**config.mk**
```make
export PLATFORM = sky130hd
export DESIGN_NAME = cdb_arbiter
export DESIGN_NICKNAME = d
export VERILOG_FILES = /design/src/rtl/cdb_arbiter_pkg.sv /design/src/rtl/cdb_arbiter_rr_arbiter.sv /design/src/rtl/cdb_arbiter.sv
export SDC_FILE = /design/constraint.sdc
export NUM_CORES = 1
export LEC_CHECK = 0
export CORE_ASPECT_RATIO = 0.8
export CORE_MARGIN = 4
export CORE_UTILIZATION = 52
export CTS_CLUSTER_DIAMETER = 100
export DETAILED_ROUTE_END_ITERATION = 8
export PLACE_DENSITY = 0.84
export SYNTH_ARGS = -nofsm -noshare
export SYNTH_HDL_FRONTEND = slang
export SYNTH_SLANG_ARGS = --single-unit
```
**constraint.sdc**
```tcl
create_clock -name clock -period 11.2 [get_ports clock]
set_input_delay 2.24 -clock clock [delete_from_list [all_inputs] [get_ports clock]]
set_output_delay 2.24 -clock clock [all_outputs]
set_load 0.01 [all_outputs]
```
**src/rtl/cdb_arbiter_pkg.sv**
```systemverilog
// Shared types and constants for the completion path: FU results, CDB broadcast, done vector.
package sys_defs;

    localparam int unsigned NUM_RS    = 6;
    localparam int unsigned NUM_FU    = NUM_RS;
    localparam int unsigned XLEN      = 32;
    localparam int unsigned ROB_TAG_W = 5;
    // Wide enough to hold FU ids 0..NUM_RS; id 0 means "none".
    localparam int unsigned RR_IDX_W  = $clog2(NUM_RS + 1);

    typedef logic [ROB_TAG_W-1:0] ROB_TAG;

    // Tag 0 marks "no producer"; never broadcast while the CDB is valid.
    localparam ROB_TAG ZERO_REG = '0;

    typedef struct packed {
        ROB_TAG            rob_tag;
        logic [XLEN-1:0]   v;
    } CDB_PACKET;

    typedef logic [NUM_RS:0] FU_DONE_PACKET;

    typedef struct packed {
        logic              valid;
        ROB_TAG            rob_tag;
        logic [XLEN-1:0]   v;
    } FU_RESULT_PACKET;

    // One-hot done vector for a granted FU id (bit 0 stays clear for id >= 1).
    function automatic FU_DONE_PACKET fu_onehot(input logic [RR_IDX_W-1:0] idx);
        return FU_DONE_PACKET'(1) << idx;
    endfunction

endpackage

```
**src/rtl/cdb_arbiter_rr_arbiter.sv**
```systemverilog
// Combinational round-robin picker: first requester after the pointer, wrapping N..1.
module rr_arbiter #(
    parameter int unsigned N     = 6,
    parameter int unsigned IDX_W = $clog2(N + 1)
) (
    input  logic [N:1]       i_req,
    input  logic [IDX_W-1:0] i_ptr,
    output logic [N:1]       o_grant_c,
    output logic [IDX_W-1:0] o_grant_idx_c,
    output logic             o_grant_valid_c
);

    int unsigned w_cand;

    // Scan ptr+1..N then 1..ptr; the first requester found wins.
    always_comb begin
        o_grant_c       = '0;
        o_grant_idx_c   = '0;
        o_grant_valid_c = 1'b0;
        w_cand          = 0;
        for (int unsigned k = 1; k <= N; k++) begin
            w_cand = 32'(i_ptr) + k;
            if (w_cand > N) begin
                w_cand = w_cand - N;
            end
            if (!o_grant_valid_c && i_req[IDX_W'(w_cand)]) begin
                o_grant_valid_c             = 1'b1;
                o_grant_idx_c               = IDX_W'(w_cand);
                o_grant_c[IDX_W'(w_cand)]   = 1'b1;
            end
        end
    end

endmodule

```
**src/rtl/cdb_arbiter.sv**
```systemverilog
// Completion-side CDB arbiter: buffers one result per FU, broadcasts one per cycle round-robin,
// and pulses the matching fu_done bit so the RS can free its entry.
module cdb_arbiter
    import sys_defs::*;
(
    input  logic                             clock,
    input  logic                             reset_n,
    input  logic                             squash,
    input  logic [NUM_FU:1]                  fu_result_valid,
    input  logic [NUM_FU:1][ROB_TAG_W-1:0]   fu_result_tag,
    input  logic [NUM_FU:1][XLEN-1:0]        fu_result_value,
    output logic [NUM_FU:1]                  fu_stall,
    output logic                             cdb_valid,
    output logic [ROB_TAG_W-1:0]             cdb_rob_tag,
    output logic [XLEN-1:0]                  cdb_v,
    output logic [NUM_FU:0]                  fu_done
);

    logic [NUM_FU:1]                 w_full;
    logic [NUM_FU:1][ROB_TAG_W-1:0]  w_buf_tag;
    logic [NUM_FU:1][XLEN-1:0]       w_buf_val;
    logic [NUM_FU:1]                 w_grant;
    logic [NUM_FU:1]                 w_accept;
    logic [RR_IDX_W-1:0]             w_grant_idx;
    logic                            w_grant_valid;

    logic [RR_IDX_W-1:0]             r_rr_ptr;
    logic                            r_cdb_valid;
    CDB_PACKET                       r_cdb;
    FU_DONE_PACKET                   r_fu_done;

    rr_arbiter #(
        .N      (NUM_FU),
        .IDX_W  (RR_IDX_W)
    ) u_rr (
        .i_req            (w_full),
        .i_ptr            (r_rr_ptr),
        .o_grant_c        (w_grant),
        .o_grant_idx_c    (w_grant_idx),
        .o_grant_valid_c  (w_grant_valid)
    );

    for (genvar i = 1; i <= NUM_FU; i++) begin : gen_fu
        FU_RESULT_PACKET w_in;
        FU_RESULT_PACKET r_entry;

        assign w_in = '{valid: fu_result_valid[i], rob_tag: fu_result_tag[i], v: fu_result_value[i]};

        // A full buffer blocks its FU unless it drains this cycle; squash releases everyone.
        assign fu_stall[i] = !squash && r_entry.valid && !w_grant[i];
        assign w_accept[i] = !squash && w_in.valid && !fu_stall[i];

        assign w_full[i]    = r_entry.valid;
        assign w_buf_tag[i] = r_entry.rob_tag;
        assign w_buf_val[i] = r_entry.v;

        // Hold buffer: refill takes priority over drain so a granted FU streams without a bubble.
        always_ff @(posedge clock or negedge reset_n) begin
            if (!reset_n) begin
                r_entry <= '0;
            end else if (squash) begin
                r_entry <= '0;
            end else if (w_accept[i]) begin
                r_entry <= w_in;
            end else if (w_grant[i]) begin
                r_entry <= '0;
            end
        end

        a_tag_nonzero: assert property (@(posedge clock) disable iff (!reset_n)
            fu_result_valid[i] |-> (fu_result_tag[i] != ZERO_REG));

        a_hold_stable: assert property (@(posedge clock) disable iff (!reset_n)
            (fu_result_valid[i] && fu_stall[i]) |=>
            (fu_result_valid[i] && $stable(fu_result_tag[i]) && $stable(fu_result_value[i])));
    end

    // Round-robin pointer follows the last winner; a squash leaves it untouched.
    always_ff @(posedge clock or negedge reset_n) begin
        if (!reset_n) begin
            r_rr_ptr <= RR_IDX_W'(NUM_FU);
        end else if (!squash && w_grant_valid) begin
            r_rr_ptr <= w_grant_idx;
        end
    end

    // Registered CDB broadcast and done pulse; zeroed whenever nothing is granted.
    always_ff @(posedge clock or negedge reset_n) begin
        if (!reset_n) begin
            r_cdb_valid <= 1'b0;
            r_cdb       <= '0;
            r_fu_done   <= '0;
        end else if (squash || !w_grant_valid) begin
            r_cdb_valid <= 1'b0;
            r_cdb       <= '0;
            r_fu_done   <= '0;
        end else begin
            r_cdb_valid <= 1'b1;
            r_cdb       <= '{rob_tag: w_buf_tag[w_grant_idx], v: w_buf_val[w_grant_idx]};
            r_fu_done   <= fu_onehot(w_grant_idx);
        end
    end

    assign cdb_valid   = r_cdb_valid;
    assign cdb_rob_tag = r_cdb.rob_tag;
    assign cdb_v       = r_cdb.v;
    assign fu_done     = r_fu_done;

    a_done_onehot: assert property (@(posedge clock) disable iff (!reset_n)
        $onehot0(fu_done));

    a_done_needs_valid: assert property (@(posedge clock) disable iff (!reset_n)
        (|fu_done) |-> cdb_valid);

    a_done_bit0_clear: assert property (@(posedge clock) disable iff (!reset_n)
        !fu_done[0]);

endmodule

```
==> impl_metrics.env <==
export IMPL_cts_max_level=1
export IMPL_viasPerCell=6.695
export IMPL_end_kind="output pin"
export IMPL_worstSetupStartpointType="register"
export IMPL_dr_first_iter_drc_count=944
export IMPL_cp_slowest_cell="a32oi_1"
export IMPL_fin_crit_sh_pct=73.81
export IMPL_dieArea_sq_um=27230
export IMPL_layout_commonest_cell="clkdlybuf4s50_1"
export IMPL_clk_pin_slew_worst_paths_ns=0.06
export IMPL_synth_distinct_cells=88
export IMPL_critPathBufInv=3
export IMPL_fmaxAchievable_mhz=121.0
export IMPL_nFillCells=1773
export IMPL_root_buffer="clkbuf_16"
export IMPL_hold_class="reg -> reg"
export IMPL_start_util_pct=52.70
export IMPL_worstPathRequired_ns=8.96
export IMPL_dieHeight_um=148.4
export IMPL_antenna_found_initial=5
export IMPL_slowest_delay_ns=1.01
export IMPL_synth_area_sq_um=12810
export IMPL_post_cts_buffers=0
export IMPL_cp_top_family="compound AO/OA/AOI/OAI gates"
export IMPL_cp_max_fo=26
export IMPL_ys_seq_elements=276
export IMPL_yosys_warnings=0
export IMPL_num_vias=10750
export IMPL_syn_inst=1034
export IMPL_finalSetupTns_ns=0
export IMPL_place_port_buffers=281
export IMPL_gp_congestion=0.9135
export IMPL_power_density_nw_per_um2=371.3
export IMPL_die_x_um=183.5
export IMPL_final_hold_violation_count=0
export IMPL_cts_tree="yes"
export IMPL_ios=282
export IMPL_synth_area_per_cell_sq_um=12.39
export IMPL_area_growth_pct=30.07
export IMPL_finalWirelength_um=43860
export IMPL_clock_latency_ns=0.55
export IMPL_p_leak_nw=7.481
export IMPL_route_detailed_drc=0
export IMPL_power_mw=6.187
export IMPL_cts_buffers=27
export IMPL_fin_skew_ns=0.01155
export IMPL_path_common_cell="clkinv_1"
export IMPL_critical_path_class="reg -> out"
export IMPL_first_pass_iters=6
export IMPL_dp_hpwl_um=28380
export IMPL_grt_pass1_wl_um=65900
export IMPL_status="completed"
export IMPL_drv_slew=0
export IMPL_drive_gt1_share_pct=9.176
export IMPL_overflow=0
export IMPL_core_area_sq_um=24310
export IMPL_wire_per_inst_um=27.33
export IMPL_grt_total_usage_pct=31.30
export IMPL_yosysSeqAreaShare_pct=53.93
export IMPL_cts_sinks=276
export IMPL_setup_viol=0
export IMPL_grt_pass1_vias=10930
export IMPL_worst_ep_arrival_time_ns=6.03
export IMPL_post_cts_resized=0
export IMPL_synthFlopType="dfrtp_1"
export IMPL_clockBufferDepth=3
export IMPL_grt_max_degree=131
export IMPL_cts_hold_buf=0
export IMPL_rsz0062_at_grt="no"
export IMPL_synthesis_nets=1275
export IMPL_nets=1509
export IMPL_tightest_slew_ns=1.258
export IMPL_mostFrequentLayoutCells="clkdlybuf4s50_1, dfrtp_1, a22o_1"
export IMPL_synth_edff_count=0
export IMPL_async_flop_share_pct=100.0
export IMPL_path_cells="clkinv_1 > ha_1 > clkinv_1 > o21ai_0 > nand4_1 > a32oi_1 > nor3_1 > a311o_1 > mux2i_1 > nand2_1 > nor2_1 > clkdlybuf4s50_1"
export IMPL_drv_cap=0
export IMPL_postRouteAntennaNets=0
export IMPL_rows=51
export IMPL_relSlewSlack_pct=15.97
export IMPL_fin_crit_ns=8.267
export IMPL_ir_worst_vdd_mv=0.4341
## worst register-to-register path, stage by stage (launching register included)
cell and delay [ns]:
dfstp_2 0.81, clkinv_1 0.53, ha_1 0.65, clkinv_1 0.17, o21ai_0 0.41, nand4_1 0.19
a32oi_1 1.01, nand4_1 0.29, nor2_1 0.71, o21a_2 0.91, a221oi_1 0.40, a21oi_1 0.22
## synthesized netlist by cell type, types with 8 or more instances
master     number  share of area, %
mux2_2         19               1.7
nor2_1         24              0.70
buf_2          45               1.8
o21ai_0        11              0.43
nand3_1         8              0.31
clkbuf_1       34               1.0
mux2i_1        49               3.8
dfrtp_1       274                54
a2bb2oi_1      36               2.5
ha_1            9              0.88
nand2_1        29              0.85
a221oi_1       37               2.5
mux2_1         22               1.9
inv_1          12              0.35
a21oi_1        42               1.6
a22o_1        225                15
nand2b_1       11              0.54
## cell type report
cell class	instances	area, sq um	area share (%)
inverters	16	60.06	0.3604
clock buffers	38	787.0	4.723
clock inverters	9	116.4	0.6983
multi-input cells	653	5477	32.86
repair buffers	294	2915	17.49
well taps	318	397.9	2.388
flip-flops and latches	276	6909	41.46
diodes	1	2.502	0.01502
## routing by layer
metal	share of wire, %	up-vias	track usage (%)	routed length [um]
met5	0.13	-	0	59
met4	3.0	10	8.898	1318
met3	11	106	8.729	4871
met2	45	658	47.48	19670
met1	41	5445	44.61	17940
li1	-	4526	-	-
## flip-flops by register name, indices dropped and copies added (netlist names)
signal and flops:
cdb_v 32, gen_fu.r_entry 228, cdb_valid 1, cdb_rob_tag 5, fu_done 7, r_rr_ptr 3
## kinds of logic (layout without fill, tap and decap cells)
logic type / count (synthesis) / count (layout) / synth area share (%)
AO/OA/AOI/OAI: 423 / 423 / 27.68
XOR/XNOR: 6 / 6 / 0.5567
adder cells (fa/ha/maj): 10 / 10 / 1.035
buffers and inverters: 105 / 357 / 3.799
flip-flops: 276 / 276 / 53.93
multiplexers: 92 / 92 / 7.725
other: 1 / 2 / 0.02927
AND/OR/NAND/NOR: 121 / 121 / 5.254
## power breakdown
group          switching, mW  internal, mW  total [mW]  leakage (nW)
clock                  0.395         0.537       0.932         0.446
combinational           2.44          1.40        3.85          3.35
sequential             0.160          1.25        1.41          3.69
total                   3.00          3.19        6.19          7.48
## per-stage QoR
step                instances  util, %  hold slack, ns  setup slack, ns  cell area [sq um]
detailed placement       1557    64.82          0.4831            3.705              15760
global route             1604    68.53          0.5119            2.586              16660
CTS                      1604    68.53          0.5025            3.106              16660
global placement         1557    64.82          0.4808            3.754              15760
finish                   1605    68.55          0.4969            2.933              16660
floorplan                1034        -          0.4644            5.103              12810
## path summary, 6_finish.rpt
path                       slack, ns  cells after the start             startpoint                    end
min in group asynchronous       1.81                      1                reset_n   gen_fu[2].r_entry[0]
setup reg to reg                4.84                     11            r_rr_ptr[1]               cdb_v[0]
setup / recovery                2.93                     12            r_rr_ptr[1]            fu_stall[2]
max in group asynchronous       7.75                      2                reset_n   gen_fu[6].r_entry[4]
hold reg to reg                 0.50                      1  gen_fu[4].r_entry[31]  gen_fu[4].r_entry[31]
hold / removal                  0.50                      1  gen_fu[4].r_entry[31]  gen_fu[4].r_entry[31]
(Power assumes the default switching activity.)
